===== config.mk =====
export PLATFORM = sky130hd
export DESIGN_NAME = pong_score_ctrl
export DESIGN_NICKNAME = d
export VERILOG_FILES = /design/src/rtl/pong_pkg.sv /design/src/rtl/pong_score_ctrl_seg7_mux.sv /design/src/rtl/pong_score_ctrl.sv
export SDC_FILE = /design/constraint.sdc
export NUM_CORES = 1
export LEC_CHECK = 0
export ABC_AREA = 1
export BUFFER_PORTS_ARGS = -buffer_cell sky130_fd_sc_hd__buf_2
export CAP_MARGIN = 20
export CORE_UTILIZATION = 40
export DETAILED_ROUTE_END_ITERATION = 10
export MAX_ROUTING_LAYER = met4
export PLACE_DENSITY_LB_ADDON = 0.08
export SLEW_MARGIN = 30
export SYNTH_ARGS = -nofsm -noshare
export SYNTH_HDL_FRONTEND = slang
export SYNTH_SLANG_ARGS = --single-unit

===== constraint.sdc =====
create_clock -name clk50M -period 1.9 [get_ports clk50M]
set_input_delay 0.19 -clock clk50M [delete_from_list [all_inputs] [get_ports clk50M]]
set_output_delay 0.19 -clock clk50M [all_outputs]
set_load 0.1 [all_outputs]

===== src/rtl/pong_pkg.sv =====
// Shared types and constants for the pong match controller.
// State encoding, 7-segment table, BCD helpers, playfield sizes.
package pong_pkg;

  typedef enum logic [2:0] {
    IDLE,
    SERVE,
    PLAY,
    POINT,
    GAMEOVER
  } state_t;

  localparam int PADDLE_W  = 8;
  localparam int PADDLE_H  = 64;
  localparam int BALL_SIZE = 8;

  // active-low {g..a}
  localparam logic [6:0] SEG_BLANK = 7'h7F;
  localparam logic [6:0] SEG_LUT [10] = '{
    7'h40, 7'h79, 7'h24, 7'h30, 7'h19,
    7'h12, 7'h02, 7'h78, 7'h00, 7'h10
  };

  function automatic logic [7:0] to_bcd(input int n);
    int v;
    v = (n > 99) ? 99 : n;
    return {4'(v / 10), 4'(v % 10)};
  endfunction

  // Tens saturate at 9, so 99 stays 99.
  function automatic logic [7:0] bcd_inc(input logic [7:0] v);
    if (v[3:0] != 4'd9)
      return {v[7:4], v[3:0] + 4'd1};
    if (v[7:4] != 4'd9)
      return {v[7:4] + 4'd1, 4'd0};
    return v;
  endfunction

endpackage


===== src/rtl/pong_score_ctrl_seg7_mux.sv =====
// Multiplexed 4-digit score display: refresh counter,
// digit select and BCD-to-segment decode, registered outputs.
module seg7_mux
  import pong_pkg::*;
#(
  parameter int REFRESH_BITS = 17
) (
  input  logic       clk50M,
  input  logic       reset_n,
  input  logic [7:0] score_p1,
  input  logic [7:0] score_p2,
  output logic [6:0] seg,
  output logic [3:0] an
);

  logic [REFRESH_BITS-1:0] cnt;
  logic [1:0]              sel;
  logic [3:0]              digit;
  logic                    blank;
  logic [6:0]              seg_n;
  logic [3:0]              an_n;

  assign sel = cnt[REFRESH_BITS-1 -: 2];

  always_comb begin
    digit = score_p2[3:0];
    blank = 1'b0;
    unique case (sel)
      2'd3: begin
        digit = score_p1[7:4];
        blank = (score_p1[7:4] == 4'd0);
      end
      2'd2: digit = score_p1[3:0];
      2'd1: begin
        digit = score_p2[7:4];
        blank = (score_p2[7:4] == 4'd0);
      end
      2'd0: digit = score_p2[3:0];
    endcase
    if (blank || digit > 4'd9)
      seg_n = SEG_BLANK;
    else
      seg_n = SEG_LUT[digit];
    an_n = ~(4'b0001 << sel);
  end

  always_ff @(posedge clk50M) begin
    if (!reset_n) begin
      cnt <= '0;
      seg <= SEG_BLANK;
      an  <= 4'hF;
    end else begin
      cnt <= cnt + 1'b1;
      seg <= seg_n;
      an  <= an_n;
    end
  end

endmodule


===== src/rtl/pong_score_ctrl.sv =====
// Pong match controller: serve/play/point/game-over sequencing.
// Optional tone output when PONG_SCORE_BEEP_EN is defined.
module pong_score_ctrl
  import pong_pkg::*;
#(
  parameter int WIN_SCORE    = 11,
  parameter int SERVE_FRAMES = 60,
  parameter int POINT_FRAMES = 90,
`ifdef PONG_SCORE_BEEP_EN
  parameter int BEEP_HALF    = 56818,
  parameter int BEEP_FRAMES  = 6,
`endif
  parameter int REFRESH_BITS = 17
) (
  input  logic       clk50M,
  input  logic       reset_n,
  input  logic       endofframe,
  input  logic       start,
  input  logic       miss_p1,
  input  logic       miss_p2,
  input  logic       collided,
  output logic       ball_hold,
  output logic [7:0] score_p1,
  output logic [7:0] score_p2,
  output logic       game_over,
  output logic       winner,
  output logic [6:0] seg,
  output logic [3:0] an,
  output logic       beep
);

  localparam logic [7:0] WIN_BCD = to_bcd(WIN_SCORE);
  localparam logic [7:0] SERVE_LAST = 8'(SERVE_FRAMES - 1);
  localparam logic [7:0] POINT_LAST = 8'(POINT_FRAMES - 1);

  state_t     state, state_n;
  logic [1:0] start_sync, eof_sync;
  logic       start_prev, eof_prev;
  logic       start_edge, frame_tick;
  logic [7:0] fcnt;
  logic       clr_scores, inc_p1, inc_p2;
  logic       fcnt_clr, fcnt_inc, latch_win;
  logic       win_p1, win_p2;

  // Synchronisers keep sampling through reset so a held
  // button is already seen high when reset releases.
  always_ff @(posedge clk50M) begin
    start_sync <= {start_sync[0], start};
    eof_sync   <= {eof_sync[0], endofframe};
  end

  assign start_edge = start_sync[1] & ~start_prev;
  assign frame_tick = eof_sync[1] & ~eof_prev;
  assign win_p1     = (score_p1 == WIN_BCD);
  assign win_p2     = (score_p2 == WIN_BCD);

  always_ff @(posedge clk50M) begin
    if (!reset_n) state <= IDLE;
    else          state <= state_n;
  end

  always_comb begin
    state_n    = state;
    clr_scores = 1'b0;
    inc_p1     = 1'b0;
    inc_p2     = 1'b0;
    fcnt_clr   = 1'b0;
    fcnt_inc   = 1'b0;
    latch_win  = 1'b0;
    unique case (state)
      IDLE, GAMEOVER: begin
        if (start_edge) begin
          state_n    = SERVE;
          clr_scores = 1'b1;
          fcnt_clr   = 1'b1;
        end
      end
      SERVE: begin
        if (frame_tick) begin
          if (fcnt == SERVE_LAST) begin
            state_n  = PLAY;
            fcnt_clr = 1'b1;
          end else begin
            fcnt_inc = 1'b1;
          end
        end
      end
      PLAY: begin
        if (frame_tick && (miss_p1 || miss_p2)) begin
          state_n  = POINT;
          fcnt_clr = 1'b1;
          inc_p2   = miss_p1 & ~miss_p2;
          inc_p1   = miss_p2 & ~miss_p1;
        end
      end
      POINT: begin
        if (frame_tick) begin
          if (fcnt == POINT_LAST) begin
            fcnt_clr = 1'b1;
            if (win_p1 || win_p2) begin
              state_n   = GAMEOVER;
              latch_win = 1'b1;
            end else begin
              state_n = SERVE;
            end
          end else begin
            fcnt_inc = 1'b1;
          end
        end
      end
      default: state_n = IDLE;
    endcase
  end

  // Edge registers reset high: an edge needs a low seen after reset.
  always_ff @(posedge clk50M) begin
    if (!reset_n) begin
      start_prev <= 1'b1;
      eof_prev   <= 1'b1;
      fcnt       <= '0;
      score_p1   <= '0;
      score_p2   <= '0;
      winner     <= 1'b0;
    end else begin
      start_prev <= start_sync[1];
      eof_prev   <= eof_sync[1];
      if (fcnt_clr)      fcnt <= '0;
      else if (fcnt_inc) fcnt <= fcnt + 8'd1;
      if (clr_scores) begin
        score_p1 <= '0;
        score_p2 <= '0;
      end else begin
        if (inc_p1) score_p1 <= bcd_inc(score_p1);
        if (inc_p2) score_p2 <= bcd_inc(score_p2);
      end
      if (latch_win) winner <= win_p2;
    end
  end

  assign ball_hold = (state != PLAY);
  assign game_over = (state == GAMEOVER);

  seg7_mux #(
    .REFRESH_BITS(REFRESH_BITS)
  ) u_seg7 (
    .clk50M  (clk50M),
    .reset_n (reset_n),
    .score_p1(score_p1),
    .score_p2(score_p2),
    .seg     (seg),
    .an      (an)
  );

`ifdef PONG_SCORE_BEEP_EN
  localparam int BW = $clog2(2 * BEEP_HALF);
  localparam int FW = $clog2(BEEP_FRAMES + 1);
  localparam logic [BW-1:0] HI_LAST = BW'(BEEP_HALF - 1);
  localparam logic [BW-1:0] LO_LAST = BW'(2 * BEEP_HALF - 1);
  localparam logic [FW-1:0] BF_LAST = FW'(BEEP_FRAMES - 1);

  logic [BW-1:0] bcnt;
  logic [FW-1:0] bfr;
  logic          bact, blow, beep_q;
  logic          hit, pt;

  assign hit = (state == PLAY) && frame_tick && collided;
  assign pt  = inc_p1 || inc_p2;

  // Point tone uses the doubled half-period (lower pitch).
  always_ff @(posedge clk50M) begin
    if (!reset_n) begin
      bcnt   <= '0;
      bfr    <= '0;
      bact   <= 1'b0;
      blow   <= 1'b0;
      beep_q <= 1'b0;
    end else if (hit || pt) begin
      bcnt   <= '0;
      bfr    <= '0;
      bact   <= 1'b1;
      blow   <= pt;
      beep_q <= 1'b0;
    end else if (bact) begin
      if (frame_tick && bfr == BF_LAST) begin
        bact   <= 1'b0;
        beep_q <= 1'b0;
      end else begin
        if (frame_tick) bfr <= bfr + 1'b1;
        if (bcnt == (blow ? LO_LAST : HI_LAST)) begin
          bcnt   <= '0;
          beep_q <= ~beep_q;
        end else begin
          bcnt <= bcnt + 1'b1;
        end
      end
    end
  end

  assign beep = beep_q;
`else
  logic unused_collided;
  assign unused_collided = collided;
  assign beep = 1'b0;
`endif

endmodule


### After elaboration in Yosys (flattened, before gate mapping)

Memories as Yosys holds them, arrays and structs flattened. A register that Yosys moved wholly into a read port is not among the register bits.
Index checks and enable logic that the tools add are counted.

| storage, ports and cells | value |
|---|---|
| bits in latches | 0 |
| flip-flop bits (word level) | 55 |
| RAM bits | 0 |
| output and inout bits | 31 |
| memories | 1 |
| ROM bits | 112 |
| logic and storage cells | 127 |
| bits of input ports | 7 |

| cells by class | value |
|---|---|
| bitwise gates (word level) | 11 |
| divide/modulo/power cells | 0 |
| $mul | 0 |
| reductions and logical operators | 17 |
| shifts and indexed selects | 1 |
| equal/unequal tests | 22 |
| add/subtract/negate cells | 6 |
| mux-type cells | 57 |
| magnitude comparators | 1 |

Memory list:

| name | words | width | rd ports | clocked after Yosys merged registers in | write ports | line | RTL |
|---|---|---|---|---|---|---|---|
| (no name shown) | 16 | 7 | 1 | 1 | 0 | pong_score_ctrl_seg7_mux.sv:43 | `seg_n = SEG_LUT[digit];` |

Operators with widths:

| kind | count |
|---|---|
| $mux 8 | 8 |
| $mux 1 | 37 |
| $mux 3 | 7 |
| $add 17x1->17 const B | 1 |
| $add 4x1->4 const B | 4 |
| $eq 8x5->1 const B | 2 |
| $ne 4x4->1 const B | 4 |
| $pmux 4 s4 | 1 |
| $ne 2x2->1 const B | 6 |
| $pmux 3 s4 | 1 |
| $add 8x1->8 const B | 1 |
| $eq 8x6->1 const B | 1 |
| $eq 8x7->1 const B | 1 |
| $logic_not 4->1 | 2 |
| $reduce_or 2->1 | 4 |
| $eq 3x2->1 const B | 2 |
| $reduce_and 6->1 | 1 |
| $not 1->1 | 5 |
| $not 4->5 | 1 |
| $and 1x1->1 | 4 |
| $eq 2x2->1 const B | 2 |
| $gt 4x4->1 const B | 1 |
| $not 4->4 | 1 |
| $pmux 1 s2 | 2 |
| other kinds (12) | 16 |

### Longest topological paths before layout

Gate-level depths: netlist of the first run.

| logic depth | value |
|---|---|
| depth after elaboration | 14 |
| depth in mapped cells | 11 |
| mapped depth without buffers | 11 |

### Hierarchy

From an unflattened synthesis of the first run, not the netlist that was laid out.

| unflattened totals | value |
|---|---|
| cell total of the unflattened synthesis | 505 |
| area, all modules | 3574.7 um^2 |

Modules (own cells, without submodules):

| module | instances | area each (um^2) | sequential area each (um^2) | cells each |
|---|---|---|---|---|
| pong_score_ctrl | 1 | 2052.0 | 680.7 | 298 |
| seg7_mux | 1 | 1522.7 | 560.5 | 207 |

### Least setup slack after synthesis of the first run

Ideal clock, no wire load.

| path | value |
|---|---|
| path kind | reg2reg |
| start | reg score_p1[5] |
| end | reg score_p1[4] |
| arrival time | 2162 ps |
| path slack | -327 ps |
| cell stages (with the launch flop) | 9 |
| period minus slack after synthesis | 2227 ps |
| setup time | 66 ps |
| required time | 1834 ps |
| path through | dfxtp_1 inv_1 ha_1 nand2_1 nor2_1 nor2_2 nand2_1 xor2_1 nor2_2 |

| between the ends | value |
|---|---|
| word-level cells in the longest chain between the ends | 8 |

RTL lines:

| item | line | RTL |
|---|---|---|
| from (decl) | pong_score_ctrl.sv:23 | `output logic [7:0] score_p1,` |
| from (signal assigned) | pong_score_ctrl.sv:133 | `if (inc_p1) score_p1 <= bcd_inc(score_p1);` |
| $ne 4x4->1 (*) | pong_pkg.sv:34 | `if (v[7:4] != 4'd9)` |
| $mux 1 (2 in series) | pong_pkg.sv:34 |  |
| $mux 1 | pong_score_ctrl.sv:133 |  |
| $mux 1 | pong_score_ctrl.sv:129 | `if (clr_scores) begin` |
| $mux 1 | pong_score_ctrl.sv:117 | `if (!reset_n) begin` |
| $reduce_bool 2->1 (no source line) | -- |  |
| $reduce_and 2->1 (no source line) | -- |  |

Mark *: on every way between the ends. The rest lies on a longest branch, timed or not. The select of a mux whose other input is x is not followed.
A chain may end at the register's enable or synchronous reset.

### Worst setup path in the final report of the first run

| path | value |
|---|---|
| start | reg u_seg7.cnt[16] |
| end | reg u_seg7.seg[4] |

| between the ends | value |
|---|---|
| word-level cells in the longest chain between the ends | 5 |

RTL lines:

| item | line | RTL |
|---|---|---|
| from (decl) | pong_score_ctrl_seg7_mux.sv:16 | `logic [REFRESH_BITS-1:0] cnt;` |
| from (signal assigned) | pong_score_ctrl_seg7_mux.sv:53 | `cnt <= cnt + 1'b1;` |
| $eq 2x1->1, or another cell as far along | pong_score_ctrl_seg7_mux.sv:28 | `unique case (sel)` |
| $pmux 4 s4 | pong_score_ctrl_seg7_mux.sv:28 |  |
| $gt 4x4->1 | pong_score_ctrl_seg7_mux.sv:40 | `if (blank \|\| digit > 4'd9)` |
| $logic_or 1x1->1 | pong_score_ctrl_seg7_mux.sv:40 |  |
| $reduce_or 2->1 (no source line) | -- |  |
| to (decl) | pong_score_ctrl_seg7_mux.sv:12 | `output logic [6:0] seg,` |

Parallel ways exist; a longest one is shown, timed or not.

==> impl_metrics.tcl, run 1 <==
set metrics [dict create \
    dp.cells 625 \
    end_kind "flop" \
    hp-class "input pin to flop" \
    synth_area_leader_cell "dfxtp_1" \
    report.final.slew_viol_count 0 \
    wl_met3_um 275 \
    cts_max_level 3 \
    cts.path.max_buffers 2 \
    clock_latency_ns 0.35 \
    setup_ws_ns 0.213 \
    wl_per_cell_um 11.6 \
    area_growth_pct 15.8 \
    synth_fa_ha_area_share_pct 5.83 \
    setup_viol_count_final 0 \
    ys_warn_count 0 \
    synth_seq_area_share_pct 36.2 \
    ir_drop_uv 408 \
    grt_pass1_wl_um 12800 \
    fin_cells 643 \
    grt_pass1_vias 2808 \
    synth_area_leaders "dfxtp_1, nand2_1, nand3_1" \
    syn-cell-area_sq_um 3430 \
    synth_compound_area_share_pct 7.94 \
    period_minus_slack_ns 1.69 \
    setup_tns_ns 0 \
    synth_top_area_share_pct 36.2 \
    grt_start_max_net_pins 15 \
    synth_mux_area_share_pct 0 \
    synthCells 489 \
    top_layer_used "met4" \
    p_leak_uw 0.00174 \
    synth_top_flop_cell "dfxtp_1" \
    mostFrequentLayoutCells "nand2_1, nand3_1, nor2_1" \
    place.port_buffers 35 \
    synth_xor_area_share_pct 2.55 \
    antenna_found_initial 0 \
    syn-num-nets 512 \
    place_hpwl_um 5480 \
    wl_met1_um 3830 \
    cts_buffers 9 \
    clkSlewWorstSetupHoldPaths_ns 0.07 \
    synth_simple_gate_area_share_pct 39.1 \
    via_per_inst 4.85 \
    row_count 33 \
    synth-seq-cells 62 \
    dp_slack_ns 0.230 \
    io_pins 38 \
    coreArea_sq_um 8260 \
    syn_avg_cell_area_sq_um 7.02 \
    drc_errors 0 \
    path_class "flop to flop" \
    crit_arrival_ns 1.97 \
    grt_remaining_overflow 0 \
    rsz0062_at_grt "no" \
    start_util_pct 41.6 \
    die_h_um 94.6 \
    cp-start-kind "flop" \
    power_density_nw_per_um2 827 \
    die-area_sq_um 8960 \
    fin_hold_ws_ns 0.109 \
    synth-async-reset-ratio_pct 0 \
    cts_num_sinks 62 \
    synth_cell_types 37 \
    drt_iter0_drc 142 \
    routed_wl_um 7440 \
    wl_met2_um 3160 \
    die_x_um 94.6 \
    nNetsFinal 556 \
    hold_viol 0 \
    synth-edff-count 0 \
    skew_ns 0.0133 \
    status "finished clean" \
    ant_nets 0 \
    critPathMaxFanout 9 \
    cts_tree "yes" \
    timing.final.crit_share_pct 88.8 \
    fmax_ghz 0.593 \
    required_ns 2.18 \
    cts-root-buf "clkbuf_8" \
    n_antenna_cell 0 \
    drive_gt1_share_pct 20.8 \
    drv_cap 0 \
    drt-pass1-iter-count 4 \
    final_common_cell "nand2_1" \
    final_core_util_pct 48.2 \
    grt_usage_pct 18.9 \
    vias 3119 \
    place_congestion 0.842 \
    synth_top_family_by_area "simple AND/OR/NAND/NOR gates" \
]
cell type report:
class,instances,area (sq um)
flip-flops and latches,62,1250
clock inverters,6,85.1
repair buffers,42,233
multi-input cells,358,1910
well taps,105,131
fillers,874,4280
inverters,60,226
clock buffers,10,138
layer usage:
metal / up-vias / global-route usage, %
li1: 1664 / -
met1: 1390 / 25.0
met2: 52 / 27.6
met3: 13 / 3.14
met4: 0 / 9.72
met5: - / -
cells in the mapped netlist, types with 3 or more instances:
cell type  instances
nand3_1           56
nor2_2            10
inv_2              7
o21ai_0           10
nor2_4             4
nor2_1            55
xor2_1             8
buf_2              3
dfxtp_1           62
nor3_2             3
inv_1             51
a21oi_1           32
nand2_1          108
o21ai_1            5
nand4_1           17
nor3_1             5
ha_1              16
nand2_2            7
nand3_2            4
through the flow:
step | area [sq um] | total power (uW)
global route | 3980 | 3450
detailed placement | 3730 | 2010
floorplan | 3450 | 1910
finish | 3980 | 3290
CTS | 3980 | 3340
global placement | 3730 | 2010
repair_timing:
action                                  4_1_cts  5_1_grt
resized for setup                             0        1
buffers inserted                              0        0
hold endpoints to repair                      2        0
endpoints found under the setup margin        0        1
hold buffers                                  2        0
critical path: stages, from the launching register on:
cell,delay (ns)
dfxtp_1,0.36
buf_4,0.18
nor2_2,0.07
nand2_1,0.07
nand3_1,0.12
nor2_4,0.17
inv_1,0.08
ha_1,0.21
a21oi_2,0.15
nand2_2,0.11
nand3_1,0.10
kinds of logic after synthesis:
group | after synthesis
AND/OR/NAND/NOR | 279
buffers and inverters | 69
flip-flops | 62
AO/OA/AOI/OAI | 52
adder cells (fa/ha/maj) | 16
XOR/XNOR | 10
other | 1
where the power goes:
group	total, uW	internal (uW)	switching [uW]	leakage [uW]
sequential	1380	1350	31.9	0.000511
combinational	595	135	460	0.00112
clock	1310	769	543	0.000108
worst paths after layout:
check | cells after the start | to | slack (ns) | start
worst max-delay path | 10 | u_seg7.seg[4] | 0.21 | u_seg7.cnt[16]
worst min-delay path | 2 | u_seg7.an[0] | 0.11 | reset_n
worst max register to register | 10 | u_seg7.seg[4] | 0.21 | u_seg7.cnt[16]
worst min register to register | 0 | start_sync[1] | 0.33 | start_sync[0]
flip-flops by register name, summed over array words and instances (netlist names):
signal and cells:
u_seg7.seg 7, start_prev 1, score_p2 8, winner 1, u_seg7.cnt 17, score_p1 8
eof_prev 1, fcnt 8, state 3, eof_sync 2, u_seg7.an 4, start_sync 2
No activity file was read; power rests on OpenSTA's default activity.
==> inputs of run 2 (changes only) <==
--- a/config.mk
+++ b/config.mk
@@ -8,7 +8,7 @@
 export ABC_AREA = 1
 export BUFFER_PORTS_ARGS = -buffer_cell sky130_fd_sc_hd__buf_2
 export CAP_MARGIN = 20
-export CORE_UTILIZATION = 40
+export CORE_UTILIZATION = 30
 export DETAILED_ROUTE_END_ITERATION = 10
 export MAX_ROUTING_LAYER = met4
 export PLACE_DENSITY_LB_ADDON = 0.08
==> impl_metrics.tcl, run 2 (synthesis gave the netlist of run 1 again) <==
set metrics [dict create \
    status "finished clean" \
    hold_viol 0 \
    fmax_ghz 0.595 \
    path_class "flop to flop" \
    io_pins 38 \
    final_common_cell "nand2_1" \
    drive_gt1_share_pct 20.8 \
    coreArea_sq_um 11000 \
    hp-class "input pin to flop" \
    routed_wl_um 8110 \
    drt-pass1-iter-count 4 \
    via_per_inst 4.66 \
    dp.cells 661 \
    setup_viol_count_final 0 \
    drc_errors 0 \
    die_x_um 109 \
    drv_cap 0 \
    area_growth_pct 20.7 \
    ir_drop_uv 333 \
    grt_usage_pct 15.4 \
    mostFrequentLayoutCells "nand2_1, nand3_1, nor2_1" \
    cp-start-kind "flop" \
    multi_input_area_sq_um 1910 \
    n_antenna_cell 0 \
    end_kind "flop" \
    row_count 38 \
    place_hpwl_um 6070 \
    report.final.slew_viol_count 0 \
    place_congestion 0.804 \
    power_density_nw_per_um2 936 \
    vias 3165 \
    rsz0062_at_grt "no" \
    largest_reg_flops 17 \
    wl_per_cell_um 11.9 \
    post_cts_buffers 0 \
    p_leak_uw 0.00180 \
    final_core_util_pct 37.7 \
    required_ns 2.18 \
    antenna_found_initial 0 \
    max_flop_register "u_seg7.cnt" \
    timing.final.crit_share_pct 88.5 \
    fillers 1189 \
    grt_remaining_overflow 0 \
    clock_latency_ns 0.34 \
    period_minus_slack_ns 1.68 \
    cts.path.max_buffers 2 \
    fin_cells 679 \
    grt_start_max_net_pins 15 \
    cts_tree "yes" \
    crit_arrival_ns 1.96 \
    cts_num_sinks 62 \
    die_h_um 109 \
    drt_iter0_drc 113 \
    clkSlewWorstSetupHoldPaths_ns 0.05 \
    power_uw 3880 \
    place.port_buffers 35 \
    nNetsFinal 557 \
    setup_tns_ns 0 \
    grt_pass1_wl_um 13600 \
    cts-root-buf "clkbuf_16" \
    cts_buffers 9 \
    cts_max_level 3 \
    ant_nets 0 \
    start_util_pct 31.3 \
    die-area_sq_um 11900 \
    grt_pass1_vias 2860 \
    regArea_sq_um 1260 \
    skew_ns 0.00647 \
    critPathMaxFanout 7 \
]
==> run 2: final cells by class <==
cell class,count,area share (%)
Multi-Input combinational cell,358,46.0
Sequential cell,62,30.3
Timing Repair Buffer,43,5.80
Clock inverter,6,2.66
Inverter,60,5.46
Tap cell,140,4.23
Clock buffer,10,5.52
==> run 2: worst max-delay path, cell delays in order (launching register included) <==
cell     delay (ns)
dfxtp_1        0.32
inv_1          0.16
nor2_1         0.09
nand2_1        0.09
nand3_1        0.12
nor2_4         0.18
inv_1          0.08
ha_1           0.21
a21oi_2        0.15
nand2_2        0.11
nand3_1        0.10
==> run 2: routing by layer <==
metal / up-vias / global-route usage, % / part of all wire (%)
met4: 0 / 6.37 / 1.6
met1: 1441 / 19.8 / 51
met2: 34 / 23.4 / 44
li1: 1678 / - / -
met3: 12 / 3.41 / 3.0
met5: - / - / 0
==> run 2: through the flow <==
stage / hold WS, ns / setup slack [ns] / area [sq um]
after floorplan: 0.218 / 0.0209 / 3450
after global placement: 0.294 / 0.216 / 3780
after detailed placement: 0.297 / 0.164 / 3780
after CTS: 0.174 / 0.149 / 4140
after global routing: 0.191 / 0.0146 / 4150
final: 0.168 / 0.219 / 4150
==> run 2: worst paths after layout <==
path                        from             to  slack, ns  cells past startpoint
hold / removal           reset_n       state[1]       0.17                      3
setup / recovery  u_seg7.cnt[16]  u_seg7.seg[1]       0.22                     10
setup reg to reg  u_seg7.cnt[16]  u_seg7.seg[1]       0.22                     10
hold reg to reg    start_sync[0]  start_sync[1]       0.32                      0
==> run 2: what timing repair did <==
action | in CTS | in global routing
resized for setup | 0 | 1
endpoints found under the hold margin | 2 | 0
hold buffers | 2 | 0
endpoints found under the setup margin | 0 | 7
==> run 2: report_power, final <==
group / internal, uW / switching (uW)
logic: 137 / 470
clock network: 1280 / 609
registers: 1350 / 33.7
==> inputs of run 3 (changes only) <==
--- a/config.mk
+++ b/config.mk
@@ -9,6 +9,7 @@
 export BUFFER_PORTS_ARGS = -buffer_cell sky130_fd_sc_hd__buf_2
 export CAP_MARGIN = 20
 export CORE_UTILIZATION = 30
+export CTS_BUF_LIST = sky130_fd_sc_hd__clkbuf_16
 export DETAILED_ROUTE_END_ITERATION = 10
 export MAX_ROUTING_LAYER = met4
 export PLACE_DENSITY_LB_ADDON = 0.08
==> impl_metrics.tcl, run 3 (synthesis gave the netlist of run 1 again) <==
set metrics [dict create \
    start_util_pct 31.3 \
    routed_wl_um 8110 \
    hp-class "input pin to flop" \
    drt_iter0_drc 113 \
    grt_remaining_overflow 0 \
    fmax_ghz 0.595 \
    coreArea_sq_um 11000 \
    min_from "reset_n" \
    p_leak_uw 0.00180 \
    area_growth_pct 20.7 \
    nNetsFinal 557 \
    via_per_inst 4.66 \
    ir_drop_uv 333 \
    wl_per_cell_um 11.9 \
    io_pins 38 \
    final_common_cell "nand2_1" \
    place_congestion 0.804 \
    critPathMaxFanout 7 \
    r2r_cells 10 \
    drv_cap 0 \
    status "finished clean" \
    n_antenna_cell 0 \
    rsz0062_at_grt "no" \
    cp-start-kind "flop" \
    cts.path.max_buffers 2 \
    grt_start_max_net_pins 15 \
    cts-root-buf "clkbuf_16" \
    cts_max_level 3 \
    rr_startpoint "u_seg7.cnt[16]" \
    clock_latency_ns 0.34 \
    fin_hold_ws_ns 0.168 \
    required_ns 2.18 \
    vias 3165 \
    setup_viol_count_final 0 \
    crit_arrival_ns 1.96 \
    period_minus_slack_ns 1.68 \
    report.final.slew_viol_count 0 \
    hold_viol 0 \
    power_density_nw_per_um2 935 \
    fillers 1189 \
    ant_nets 0 \
    row_count 38 \
    max_flop_register "u_seg7.cnt" \
    grt_pass1_vias 2860 \
    cts_num_sinks 62 \
    largest_reg_flops 17 \
    path_class "flop to flop" \
    drive_gt1_share_pct 20.8 \
    setup_tns_ns 0 \
    antenna_found_initial 0 \
    die_h_um 109 \
    holdPathStages 3 \
    drc_errors 0 \
    grt_pass1_wl_um 13600 \
    cts_tree "yes" \
    place_hpwl_um 6070 \
    timing.final.crit_share_pct 88.5 \
    place.port_buffers 35 \
    mostFrequentLayoutCells "nand2_1, nand3_1, nor2_1" \
    end_kind "flop" \
    drt-pass1-iter-count 4 \
    r2r-end "u_seg7.seg[1]" \
    skew_ns 0.00662 \
    die_x_um 109 \
    r2r_slack_ns 0.22 \
    grt_usage_pct 15.4 \
    holdPathEnd "state[1]" \
    die-area_sq_um 11900 \
    cts_buffers 9 \
    clkSlewWorstSetupHoldPaths_ns 0.05 \
]
-- run 3: changes by cell type in the layout (fill, tap and decap cells not counted) --
cell,delta
clkbuf_1,-1
inv_1,+1
-- run 3: critical path, cell delays in order, from the launching register on --
cell	delay, ns
dfxtp_1	0.32
inv_1	0.16
nor2_1	0.09
nand2_1	0.09
nand3_1	0.12
nor2_4	0.18
inv_1	0.08
ha_1	0.21
a21oi_2	0.15
nand2_2	0.11
nand3_1	0.10
-- run 3: metal layers --
metal / global-route usage [%] / vias up / share of wire (%)
li1: - / 1678 / -
met1: 19.8 / 1441 / 51
met2: 23.4 / 34 / 44
met3: 3.41 / 12 / 3.0
met4: 6.37 / 0 / 1.6
met5: - / - / 0
-- run 3: metrics by stage --
step	instance area (sq um)	util (%)	total power, uW	cells	worst slack [ns]
CTS	4140	37.7	3920	679	0.148
finish	4150	37.7	3870	679	0.219
floorplan	3450	-	1910	489	0.0209
detailed placement	3780	34.5	2020	661	0.164
global placement	3780	34.5	2020	661	0.216
global route	4150	37.7	4050	679	0.0146
-- run 3: final cells by class --
type | count | area, sq um | area share [%]
Multi-Input combinational cell | 358 | 1910 | 46.0
Timing Repair Buffer | 43 | 240 | 5.80
Inverter | 60 | 226 | 5.46
Sequential cell | 62 | 1260 | 30.3
Tap cell | 140 | 175 | 4.23
Clock buffer | 9 | 225 | 5.43
Clock inverter | 7 | 114 | 2.75
-- run 3: how the worst max path moves through the flow --
stage	startpoint	endpoint	cells past startpoint
after global placement	u_seg7.cnt[15]	u_seg7.seg[1]	9
final	u_seg7.cnt[16]	u_seg7.seg[1]	10
after global routing	u_seg7.cnt[16]	u_seg7.seg[3]	11
after CTS	u_seg7.cnt[15]	u_seg7.seg[1]	9
after floorplan	score_p1[6]	u_seg7.seg[0]	5
after detailed placement	u_seg7.cnt[15]	u_seg7.seg[1]	9
-- run 3: what timing repair did --
item                                    in CTS  in global routing
gates resized for setup                      0                  1
buffers inserted                             0                  0
hold endpoints to repair                     2                  0
endpoints found under the setup margin       0                  7
hold buffers                                 2                  0
-- run 3: power breakdown --
group | leakage (uW) | total [uW] | switching (uW) | internal, uW
combinational | 0.00113 | 607 | 470 | 137
sequential | 0.000512 | 1390 | 33.7 | 1350
clock | 0.000163 | 1880 | 610 | 1270
total | 0.00180 | 3870 | 1110 | 2760
